## config.mk

```make
export PLATFORM = sky130hd
export DESIGN_NAME = rd_ptr_empty_ctrl
export DESIGN_NICKNAME = d
export VERILOG_FILES = /design/src/rtl/rd_ptr_empty_ctrl.sv
export SDC_FILE = /design/constraint.sdc
export NUM_CORES = 1
export LEC_CHECK = 0
export CAP_MARGIN = 20
export CORE_MARGIN = 5
export CORE_UTILIZATION = 48
export DETAILED_ROUTE_END_ITERATION = 7
export PLACE_DENSITY = 0.84
export SLEW_MARGIN = 20
export SYNTH_ARGS = -nofsm -noshare
export SYNTH_HDL_FRONTEND = slang
export SYNTH_SLANG_ARGS = --single-unit
```

## constraint.sdc

```tcl
create_clock -name rd_clk -period 3.7 [get_ports rd_clk]
set_clock_uncertainty 0.1 [all_clocks]
set_input_delay 0.555 -clock rd_clk [delete_from_list [all_inputs] [get_ports rd_clk]]
set_output_delay 0.555 -clock rd_clk [all_outputs]
set_load 0.01 [all_outputs]
```

## src/rtl/rd_ptr_empty_ctrl.sv

```systemverilog
// ---------------------------------------------------------------------------
// rd_ptr_empty_ctrl
// Read-domain pointer and empty-flag controller of the async FIFO.
//   - Owns the read pointer: binary (RAM read address) and Gray (to the
//     read-to-write synchronizer).
//   - Compares the next Gray read pointer with the already-synchronized
//     Gray write pointer to produce a registered empty flag.
//   - Flags reads attempted while empty with a one-cycle underflow pulse.
//
// Optional feature macro: RD_LEVEL_EN
//   defined   : registered fill level and almost-empty flag
//   undefined : rd_level tied to 0, rd_almost_empty tied to 1
//
// Ports
//   rd_clk           in   read-domain clock, all state on posedge
//   rd_rst           in   asynchronous active-high reset
//   rd_en            in   read request from consumer
//   rd_sync_to_wr    in   synchronized write pointer, Gray, ADDR_WIDTH+1 bits
//   rd_addr          out  RAM read address (low bits of binary read pointer)
//   rd_ptr           out  registered Gray read pointer
//   rd_empty         out  FIFO empty, registered
//   rd_underflow     out  one-cycle pulse, read attempted while empty
//   rd_level         out  entries available (RD_LEVEL_EN only)
//   rd_almost_empty  out  level <= ALMOST_EMPTY_THR (RD_LEVEL_EN only)
// ---------------------------------------------------------------------------
module rd_ptr_empty_ctrl #(
   parameter int unsigned ADDR_WIDTH       = 6,
   parameter int unsigned ALMOST_EMPTY_THR = 4
) (
   input  logic                  rd_clk,
   input  logic                  rd_rst,
   input  logic                  rd_en,
   input  logic [ADDR_WIDTH:0]   rd_sync_to_wr,
   output logic [ADDR_WIDTH-1:0] rd_addr,
   output logic [ADDR_WIDTH:0]   rd_ptr,
   output logic                  rd_empty,
   output logic                  rd_underflow,
   output logic [ADDR_WIDTH:0]   rd_level,
   output logic                  rd_almost_empty
);

   localparam int unsigned PW = ADDR_WIDTH + 1;

   logic [PW-1:0] rd_bin;
   logic [PW-1:0] rd_bin_next;
   logic [PW-1:0] rd_gray_next;
   logic          rd_inc;

   // Next pointer: a read is accepted only when the FIFO is not empty
   always_comb begin
      rd_inc       = rd_en & ~rd_empty;
      rd_bin_next  = rd_bin + PW'(rd_inc);
      rd_gray_next = rd_bin_next ^ (rd_bin_next >> 1);
   end

   // Pointer, empty and underflow registers
   always_ff @(posedge rd_clk or posedge rd_rst) begin
      if (rd_rst) begin
         rd_bin       <= '0;
         rd_ptr       <= '0;
         rd_empty     <= 1'b1;
         rd_underflow <= 1'b0;
      end else begin
         rd_bin       <= rd_bin_next;
         rd_ptr       <= rd_gray_next;
         // Full-width compare: MSB distinguishes empty from a full lap
         rd_empty     <= (rd_gray_next == rd_sync_to_wr);
         rd_underflow <= rd_en & rd_empty;
      end
   end

   assign rd_addr = rd_bin[ADDR_WIDTH-1:0];

`ifdef RD_LEVEL_EN
   logic [PW-1:0] wr_bin;
   logic [PW-1:0] level_next;

   // Gray-to-binary of the synchronized write pointer (XOR prefix chain)
   always_comb begin
      wr_bin         = '0;
      wr_bin[PW-1]   = rd_sync_to_wr[PW-1];
      for (int i = int'(PW) - 2; i >= 0; i--) begin
         wr_bin[i] = wr_bin[i+1] ^ rd_sync_to_wr[i];
      end
      level_next = wr_bin - rd_bin_next;
   end

   // Level flags track the same next pointer as rd_empty
   always_ff @(posedge rd_clk or posedge rd_rst) begin
      if (rd_rst) begin
         rd_level        <= '0;
         rd_almost_empty <= 1'b1;
      end else begin
         rd_level        <= level_next;
         rd_almost_empty <= (level_next <= PW'(ALMOST_EMPTY_THR));
      end
   end
`else
   assign rd_level        = '0;
   assign rd_almost_empty = 1'b1;
`endif

endmodule

```

==> results of run 1 <==
[cells in the final DEF (no fill, tap or decap)]
cell type         n
nand3_1           3
o31a_1            1
mux2_2            1
or2_4             1
nor2b_1           1
nand2_1           3
or4_1             1
clkdlybuf4s50_1  24
and4b_2           1
a31oi_1           1
nor2_1            2
and2_1            2
o31ai_1           1
o311ai_2          1
clkinv_2          1
clkbuf_4          3
nand4_2           1
dfrtp_1          14
ha_1              2
nor4_2            1
o311ai_0          2
a22oi_1           1
or3_2             1
conb_1            8
or3_1             1
a21oi_1           5
dfstp_2           1
xnor2_4           1
nor2_2            1
xnor2_1           9
inv_2             1
o211ai_1          1
a311oi_1          2
xor2_1            9
inv_1             6
[stage by stage]
stage / total power, uW / instance area [um^2] / hold WS [ns] / std cells
2_1_floorplan: 695.3 / 988.4 / 0.3558 / 98
3_5_place_dp: 880.6 / 1167 / 0.4318 / 137
5_1_grt: 1043 / 1195 / 0.4691 / 141
6_report: 977.9 / 1195 / 0.4436 / 141
4_1_cts: 977.6 / 1195 / 0.4463 / 141
3_3_place_gp: 856.4 / 1167 / 0.4303 / 137
[sequential cells by signal, indices dropped and copies added, names as in the netlist]
| register | cells |
|---|---|
| rd_bin | 7 |
| rd_empty | 1 |
| rd_ptr | 6 |
| rd_underflow | 1 |
[final timing paths]
kind | slack (ns) | cells after the start | end
max | 0.54 | 10 | rd_empty
min | 0.44 | 1 | rd_underflow
max reg2reg | 0.92 | 9 | rd_empty
min reg2reg | 0.44 | 1 | rd_underflow
max in group asynchronous | 2.60 | 2 | rd_bin[4]
min in group asynchronous | 0.51 | 2 | rd_bin[0]
[power by group]
group	switching [uW]	internal (uW)
logic	265	286
clock network	54.7	40.2
registers	92.8	239
total	412	566
[logic make-up (layout without fill, tap and decap cells)]
kind of cell             Yosys count  count (layout)  share of synthesized area
other                              2               8                   0.007775
adder cells (fa/ha/maj)            2               2                    0.02590
multiplexers                       1               1                    0.01166
XOR/XNOR                          19              19                     0.1917
buffers and inverters             19              35                     0.1256
AO/OA/AOI/OAI                     15              15                     0.1179
AND/OR/NAND/NOR                   19              19                     0.1295
flip-flops                        15              15                     0.3899
[synthesized netlist by cell type (all sizes together), types with 2 or more instances]
master,number
dfrtp,14
buf,12
xnor2,10
xor2,9
inv,7
a21oi,5
nand2,3
nand3,3
nor2,3
o311ai,3
a311oi,2
and2,2
conb,2
ha,2
or3,2
[layer usage]
layer | GRT usage | vias up | wire length (um)
met5 | 0 | - | 0
met4 | 0.1162 | 0 | 104
met3 | 0.02452 | 9 | 147
met2 | 0.2461 | 38 | 989
met1 | 0.1910 | 341 | 804
li1 | - | 339 | -
[area by class of cell]
| cell class | instances | area [um^2] | area share |
|---|---|---|---|
| clock buffer | 3 | 22.52 | 0.01885 |
| clock inverter | 1 | 5.005 | 0.004188 |
| inverter | 7 | 26.28 | 0.02199 |
| multi-input combinational | 64 | 490.5 | 0.4105 |
| sequential | 15 | 376.6 | 0.3152 |
| tap | 27 | 33.78 | 0.02827 |
| timing repair buffer | 24 | 240.2 | 0.2010 |
==> impl_metrics.py, run 1 <==
metrics = {
    "synthesis": {
        "async_flop_share": 1.000,
        "synth_ff_type": "dfrtp_1",
        "ys_ff_latch": 15,
        "synth_area_um2": 965.9,
        "ys_seq_area_frac": 0.3899,
        "postSynthCellCount": 92,
        "synth_top_area_share": 0.3627,
        "synth-edff-count": 0,
        "synth_cell_types": 35,
        "syn_avg_cell_area_um2": 10.50,
        "synth_area_leaders": "dfrtp_1 36%, xnor2_1 8.2%, xor2_1 8.2%, buf_4 7.0%, xnor2_4 2.8%",
        "ys_warn_count": 0,
        "synth_top_area_cell": "dfrtp_1",
    },
    "setup_path": {
        "path_delay_family": "simple AND/OR/NAND/NOR gates",
        "critPathKind": "in -> reg",
        "startpoint_type": "input pin",
        "r2r-start": "rd_empty",
        "crit_chain": "clkdlybuf4s50_1 -> nor2b_1 -> ha_1 -> nand3_1 -> nor2_2 -> xnor2_4 -> inv_2 -> o31a_1 -> or4_1 -> nor4_2",
        "crit_buf_inv": 2,
        "critPathLaunch": "rd_en",
        "cp-end-kind": "register",
        "slowest_delay_ns": 0.48,
        "crit_required_ns": 3.80,
        "crit_arrival_ns": 3.27,
        "cpMaxStageDelayCell": "or4_1",
        "crit_path_max_fanout": 10,
    },
    "clock_tree": {
        "insertion_delay_ns": 0.29,
        "hold_buffers": 0,
        "cts-htree-levels": 1,
        "numCtsBuffers": 3,
        "clk_pin_slew_ns": 0.10,
        "clockBufferDepth": 2,
        "cts_resized": 0,
        "root_buffer": "clkbuf_4",
        "cts_sinks": 15,
        "cts_setup_buffers": 0,
        "cts_tree": "built",
    },
    "global_routing": {
        "track_usage": 0.1567,
        "grt_pass1_vias": 693,
        "grt_max_degree": 16,
        "grt_first_pass_wirelength_um": 3236,
        "antenna_found_initial": 0,
        "gr-total-overflow": 0,
    },
    "timing": {
        "tightest_slew_ns": 0.5785,
        "fin_setup_tns_ns": 0,
        "rsz0062_at_grt": "false",
        "post-route-min-period_ns": 3.165,
        "hold_viol_final": 0,
        "finalMaxSlewViolations": 0,
        "worst_slack_ns": 0.5354,
        "fin_crit_sh": 0.8553,
        "maxSlewHeadroom": 0.6139,
        "setup_viol": 0,
        "fmax_mhz": 316.0,
    },
    "status": {
        "status": "complete, no violations",
    },
    "routing": {
        "firstDrtPassIters": 4,
        "drc": 0,
        "routed_wl_um": 2045,
        "wl_per_cell_um": 14.50,
        "drtIter0Drc": 10,
        "ant_nets": 0,
        "vias_per_cell": 5.156,
        "num_vias": 727,
    },
    "die": {
        "core-area_um2": 1942,
        "num_rows": 16,
        "initial_core_util": 0.4974,
        "io_pins": 33,
        "fp.dieW_um": 54.86,
        "die_h_um": 54.86,
        "dieArea_um2": 3010,
    },
    "place": {
        "gp_congestion": 0.8087,
        "post-place-ws_ns": 0.2461,
        "port_buffers": 24,
        "dp_hpwl_um": 1602,
    },
    "power": {
        "vdd_drop_max_uv": 392.3,
        "p_leak_uw": 0.0004913,
        "powerDensity_nw_per_um2": 818.4,
    },
    "layout": {
        "drive_above_1_share": 0.1316,
        "nets": 127,
        "area_growth_pct": 23.71,
        "n_fill_cell": 158,
        "fin_util": 0.6153,
        "antenna_cells": 0,
    },
    "hold_path": {
        "hp-start": "rd_empty",
        "hold_class": "reg -> reg",
    },
    "run": {
        "drv_cap": 0,
    },
}
Note: power is estimated with default switching activity, not from simulation.
==> run 2: changes to the inputs <==
--- a/config.mk
+++ b/config.mk
@@ -9,6 +9,7 @@
 export CORE_MARGIN = 5
 export CORE_UTILIZATION = 48
 export DETAILED_ROUTE_END_ITERATION = 7
+export GPL_TIMING_DRIVEN = 0
 export PLACE_DENSITY = 0.84
 export SLEW_MARGIN = 20
 export SYNTH_ARGS = -nofsm -noshare
==> run 2 against run 1 <==
The flow now finishes with violations (design-rule violations). Sequential power decreased by 13%. First-iteration DRC count unchanged. Critical path type unchanged. Count of clock-buffer cells in the layout increased by 1. Largest cell class unchanged. Worst hold slack got worse by 0.0071 ns. Routed wire length decreased by 4.1%. Clock power decreased by 4.0%. Critical path depth increased by 1. Sequential share of layout area decreased by 2.3 points. Largest power group unchanged.
==> impl_metrics.py, run 2 (synthesis gave the netlist of run 1 again) <==
metrics = {
    "status": {
        "status": "complete, but fails checks",
        "violations": "design-rule violations",
    },
    "global_routing": {
        "grt_pass1_vias": 688,
        "grt_first_pass_wirelength_um": 3139,
        "grt_max_degree": 16,
        "antenna_found_initial": 0,
        "gr-total-overflow": 0,
        "track_usage": 0.1524,
    },
    "layout": {
        "largest-register": "rd_bin",
        "regArea_um2": 376.6,
        "largest_register_ffs": 7,
        "n_fill_cell": 154,
        "reg_top3": "rd_bin (7), rd_ptr (6)",
        "multi_input_area_um2": 490.5,
        "nets": 139,
        "area_growth_pct": 33.42,
        "drive_above_1_share": 0.2063,
        "fin_util": 0.6637,
        "antenna_cells": 0,
        "final_cell_mix": "24 x clkdlybuf4s50_1, 14 x dfrtp_1, 9 x buf_4, 9 x xnor2_1, 9 x xor2_1",
        "final_common_cell": "clkdlybuf4s50_1",
        "fin_cells": 153,
    },
    "setup_path": {
        "crit_chain": "clkdlybuf4s50_1 -> nor2b_1 -> ha_1 -> buf_2 -> nand3_1 -> nor2_2 -> xnor2_4 -> inv_2 -> o31a_1 -> or4_1 -> nor4_2",
        "crit_arrival_ns": 3.24,
        "reg2reg_depth": 10,
        "slowest_delay_ns": 0.50,
        "startpoint_type": "input pin",
        "cpMaxStageDelayCell": "or4_1",
        "path_delay_family": "simple AND/OR/NAND/NOR gates",
        "cp-end-kind": "register",
        "critPathKind": "in -> reg",
        "crit_path_max_fanout": 10,
        "crit_required_ns": 3.79,
        "path_depth": 11,
        "crit_buf_inv": 3,
    },
    "place": {
        "post-place-ws_ns": 0.2718,
        "dp_hpwl_um": 1545,
        "port_buffers": 24,
        "dpl.cell_count": 149,
        "gp_congestion": 0.7443,
    },
    "timing": {
        "fmax_mhz": 318.1,
        "tightest_slew_ns": 0.5459,
        "post-route-min-period_ns": 3.144,
        "fin_setup_tns_ns": 0,
        "setup_viol": 0,
        "hold_viol_final": 0,
        "worst_slack_ns": 0.5565,
        "maxSlewHeadroom": 0.6357,
        "rsz0062_at_grt": "false",
        "fin_crit_sh": 0.8496,
        "finalMaxSlewViolations": 0,
    },
    "routing": {
        "num_vias": 747,
        "routed_wl_um": 1962,
        "vias_per_cell": 4.882,
        "drtIter0Drc": 10,
        "wl_per_cell_um": 12.82,
        "drc": 2,
        "ant_nets": 0,
        "firstDrtPassIters": 6,
    },
    "die": {
        "initial_core_util": 0.4974,
        "dieArea_um2": 3010,
        "core-area_um2": 1942,
        "io_pins": 33,
        "num_rows": 16,
        "fp.dieW_um": 54.86,
        "die_h_um": 54.86,
    },
    "clock_tree": {
        "cts_resized": 0,
        "clockBufferDepth": 2,
        "cts_sinks": 15,
        "insertion_delay_ns": 0.28,
        "hold_buffers": 0,
        "root_buffer": "clkbuf_4",
        "cts_tree": "built",
        "cts_setup_buffers": 0,
        "cts-htree-levels": 1,
        "numCtsBuffers": 3,
        "clk_pin_slew_ns": 0.08,
    },
    "power": {
        "powerDensity_nw_per_um2": 775.6,
        "p_leak_uw": 0.0005526,
        "vdd_drop_max_uv": 338.8,
        "total_power_uw": 999.6,
    },
    "run": {
        "drv_cap": 0,
    },
    "hold_path": {
        "whs_path_depth": 1,
        "hold_class": "reg -> reg",
    },
}
## run 2: final cells by class
class | count | share of cell area
Sequential cell | 15 | 0.2922
Tap cell | 27 | 0.02621
Buffer | 12 | 0.07379
Timing Repair Buffer | 24 | 0.1864
Clock buffer | 4 | 0.02039
Multi-Input combinational cell | 64 | 0.3806
Inverter | 7 | 0.02039
## run 2: worst paths after layout
kind / startpoint / endpoint / slack (ns)
min in group asynchronous: rd_rst / rd_ptr[2] / 0.52
max: rd_en / rd_empty / 0.56
max in group asynchronous: rd_rst / rd_empty / 2.62
min reg2reg: rd_empty / rd_underflow / 0.44
max reg2reg: rd_empty / rd_empty / 0.94
min: rd_empty / rd_underflow / 0.44
## run 2: per-layer routing
metal / global-route usage / vias to the layer above / part of all wire
met5: 0 / - / 0
met4: 0.1120 / 0 / 0.034
met3: 0.02180 / 6 / 0.074
met2: 0.2402 / 34 / 0.47
met1: 0.1869 / 342 / 0.42
li1: - / 365 / -
## run 2: report_power, final
group	total, uW	switching, uW	internal (uW)
Combinational	618	298	320
Clock	91.2	49.4	41.9
Sequential	290	49.8	240
## run 2: metrics by stage
step | hold WS (ns) | instance area, um^2
finish | 0.4365 | 1289
CTS | 0.4379 | 1289
floorplan | 0.3558 | 988.4
global placement | 0.4217 | 1262
global route | 0.4497 | 1289
detailed placement | 0.4233 | 1262
==> run 3: changes to the inputs <==
--- a/config.mk
+++ b/config.mk
@@ -7,10 +7,10 @@
 export LEC_CHECK = 0
 export CAP_MARGIN = 20
 export CORE_MARGIN = 5
-export CORE_UTILIZATION = 48
+export CORE_UTILIZATION = 40
 export DETAILED_ROUTE_END_ITERATION = 7
 export GPL_TIMING_DRIVEN = 0
-export PLACE_DENSITY = 0.84
+export PLACE_DENSITY = 0.75
 export SLEW_MARGIN = 20
 export SYNTH_ARGS = -nofsm -noshare
 export SYNTH_HDL_FRONTEND = slang
==> constraint.sdc (replaced) <==
create_clock -name rd_clk -period 2.7 [get_ports rd_clk]
set_clock_uncertainty 0.1 [all_clocks]
set_input_delay 0.405 -clock rd_clk [delete_from_list [all_inputs] [get_ports rd_clk]]
set_output_delay 0.405 -clock rd_clk [all_outputs]
set_load 0.01 [all_outputs]
==> run 3 against run 2 <==
Largest cell class unchanged. Cell area up 8.3%. The flow now finishes without violations. Critical endpoint unchanged. Utilization down 4.4 points. Critical path depth down 2. Worst hold slack worse by 0.14 ns.
==> impl_metrics.py, run 3 (synthesis gave the netlist of run 1 again) <==
metrics = {
    "power": {
        "powerDensity_nw_per_um2": 1076,
        "p_leak_uw": 0.0005957,
        "vdd_drop_max_uv": 494.7,
    },
    "global_routing": {
        "grt_pass1_vias": 787,
        "gr-total-overflow": 0,
        "track_usage": 0.1245,
        "grt_first_pass_wirelength_um": 3374,
        "grt_max_degree": 16,
        "antenna_found_initial": 0,
    },
    "hold_path": {
        "hold_class": "in -> reg",
        "holdPathEnd": "rd_underflow",
        "hp-start": "rd_en",
        "whs_path_depth": 2,
    },
    "die": {
        "io_pins": 33,
        "num_rows": 17,
        "core-area_um2": 2255,
        "die_h_um": 59.14,
        "fp.dieW_um": 59.14,
        "initial_core_util": 0.4284,
        "dieArea_um2": 3498,
    },
    "timing": {
        "rsz0062_at_grt": "false",
        "fin_crit_sh": 0.9542,
        "hold_viol_final": 0,
        "setup_viol": 0,
        "finalMaxSlewViolations": 0,
        "tightest_slew_ns": 0.5432,
        "post-route-min-period_ns": 2.576,
        "maxSlewHeadroom": 0.6374,
        "fmax_mhz": 388.2,
        "worst_slack_ns": 0.1237,
    },
    "routing": {
        "drtIter0Drc": 10,
        "drc": 0,
        "vias_per_cell": 4.805,
        "wl_per_cell_um": 12.29,
        "firstDrtPassIters": 4,
        "ant_nets": 0,
        "routed_wl_um": 1954,
        "num_vias": 764,
    },
    "setup_path": {
        "reg2reg_depth": 9,
        "startpoint_type": "register",
        "r2r_slack_ns": 0.12,
        "reg2reg_to": "rd_empty",
        "crit_arrival_ns": 2.66,
        "critPathKind": "reg -> reg",
        "crit_top_cell": "xor2_1",
        "cpMaxStageDelayCell": "dfstp_2",
        "crit_path_max_fanout": 8,
        "crit_required_ns": 2.79,
        "r2r-start": "rd_empty",
        "slowest_delay_ns": 0.56,
        "crit_chain": "nor2b_4 -> ha_4 -> buf_6 -> buf_4 -> a311oi_2 -> xor2_1 -> xor2_1 -> or4_1 -> nor4_2",
        "cp-end-kind": "register",
    },
    "layout": {
        "drive_above_1_share": 0.2901,
        "nets": 144,
        "final_cell_mix": "23 x clkdlybuf4s50_1, 14 x buf_4, 14 x dfrtp_1",
        "largest_register_ffs": 7,
        "reg_top3": "rd_bin (7), rd_ptr (6)",
        "antenna_cells": 0,
        "n_fill_cell": 192,
        "largest-register": "rd_bin",
        "fin_cells": 159,
        "area_growth_pct": 44.56,
        "final_common_cell": "clkdlybuf4s50_1",
    },
    "place": {
        "dp_hpwl_um": 1530,
        "dpl.cell_count": 150,
        "post-place-ws_ns": -0.5998,
        "gp_congestion": 0.7589,
        "port_buffers": 24,
    },
    "clock_tree": {
        "cts_tree": "built",
        "insertion_delay_ns": 0.28,
        "clk_pin_slew_ns": 0.08,
        "cts_sinks": 15,
        "numCtsBuffers": 3,
        "hold_buffers": 0,
        "cts-htree-levels": 1,
        "clockBufferDepth": 2,
        "root_buffer": "clkbuf_4",
    },
    "status": {
        "status": "complete, no violations",
    },
    "run": {
        "drv_cap": 0,
    },
}
[run 3: final cells by class]
type / count / area [um^2] / area share
Sequential cell: 15 / 376.6 / 0.2697
Clock buffer: 4 / 26.28 / 0.01882
Tap cell: 28 / 35.03 / 0.02509
Multi-Input combinational cell: 64 / 550.5 / 0.3943
Inverter: 7 / 26.28 / 0.01882
Buffer: 12 / 101.3 / 0.07258
Timing Repair Buffer: 29 / 280.3 / 0.2007
[run 3: routing by layer]
| layer | up-vias | share of wire | global-route usage |
|---|---|---|---|
| met5 | - | 0 | 0 |
| met1 | 356 | 0.44 | 0.1586 |
| li1 | 374 | - | - |
| met2 | 29 | 0.46 | 0.2003 |
| met3 | 5 | 0.075 | 0.01525 |
| met4 | 0 | 0.025 | 0.07443 |
[run 3: through the flow]
stage / utilization / setup TNS (ns) / area (um^2) / total power (uW) / hold slack (ns)
floorplan: - / 0 / 988.4 / 952.8 / 0.2058
global placement: 0.5605 / -0.5678 / 1264 / 1228 / 0.4217
detailed placement: 0.5605 / -0.5998 / 1264 / 1250 / 0.4305
CTS: 0.6165 / 0 / 1390 / 1497 / 0.3914
global route: 0.6193 / 0 / 1396 / 1619 / 0.3052
finish: 0.6193 / 0 / 1396 / 1502 / 0.2925
[run 3: where the power goes]
| group | switching [uW] | total (uW) | leakage [uW] | internal [uW] |
|---|---|---|---|---|
| clock network | 69.2 | 126 | 0.0000150 | 57.3 |
| registers | 76.0 | 405 | 0.000174 | 329 |
| logic | 442 | 971 | 0.000406 | 529 |
| total | 587 | 1500 | 0.000596 | 915 |
[run 3: worst max path at each step]
stage	from	endpoint	slack (ns)	cells past startpoint
finish	rd_empty	rd_empty	0.12	9
global route	rd_empty	rd_empty	0.006	9
CTS	rd_en	rd_empty	0.02	10
detailed placement	rd_en	rd_empty	-0.60	10
global placement	rd_en	rd_empty	-0.57	11
floorplan	rd_empty	rd_empty	0.12	8
[run 3: repair_timing]
item                                    CTS  global route
endpoints found under the hold margin     0             0
endpoints found under the setup margin    1             1
buffers inserted                          5             0
cloned                                    0             0
resized for setup                        12             2
pin swaps                                 5             7
[run 3: worst max-delay path: cells and delay by family, from the launching register on]
family / cells / cell delay [ns]
AOI/OAI and AO/OA: 1 / 0.31
xor gates and xnor gates: 2 / 0.34
adders and majority gates: 1 / 0.16
buffers and inverters: 2 / 0.27
DFF: 1 / 0.56
and+or+nand+nor: 3 / 0.74
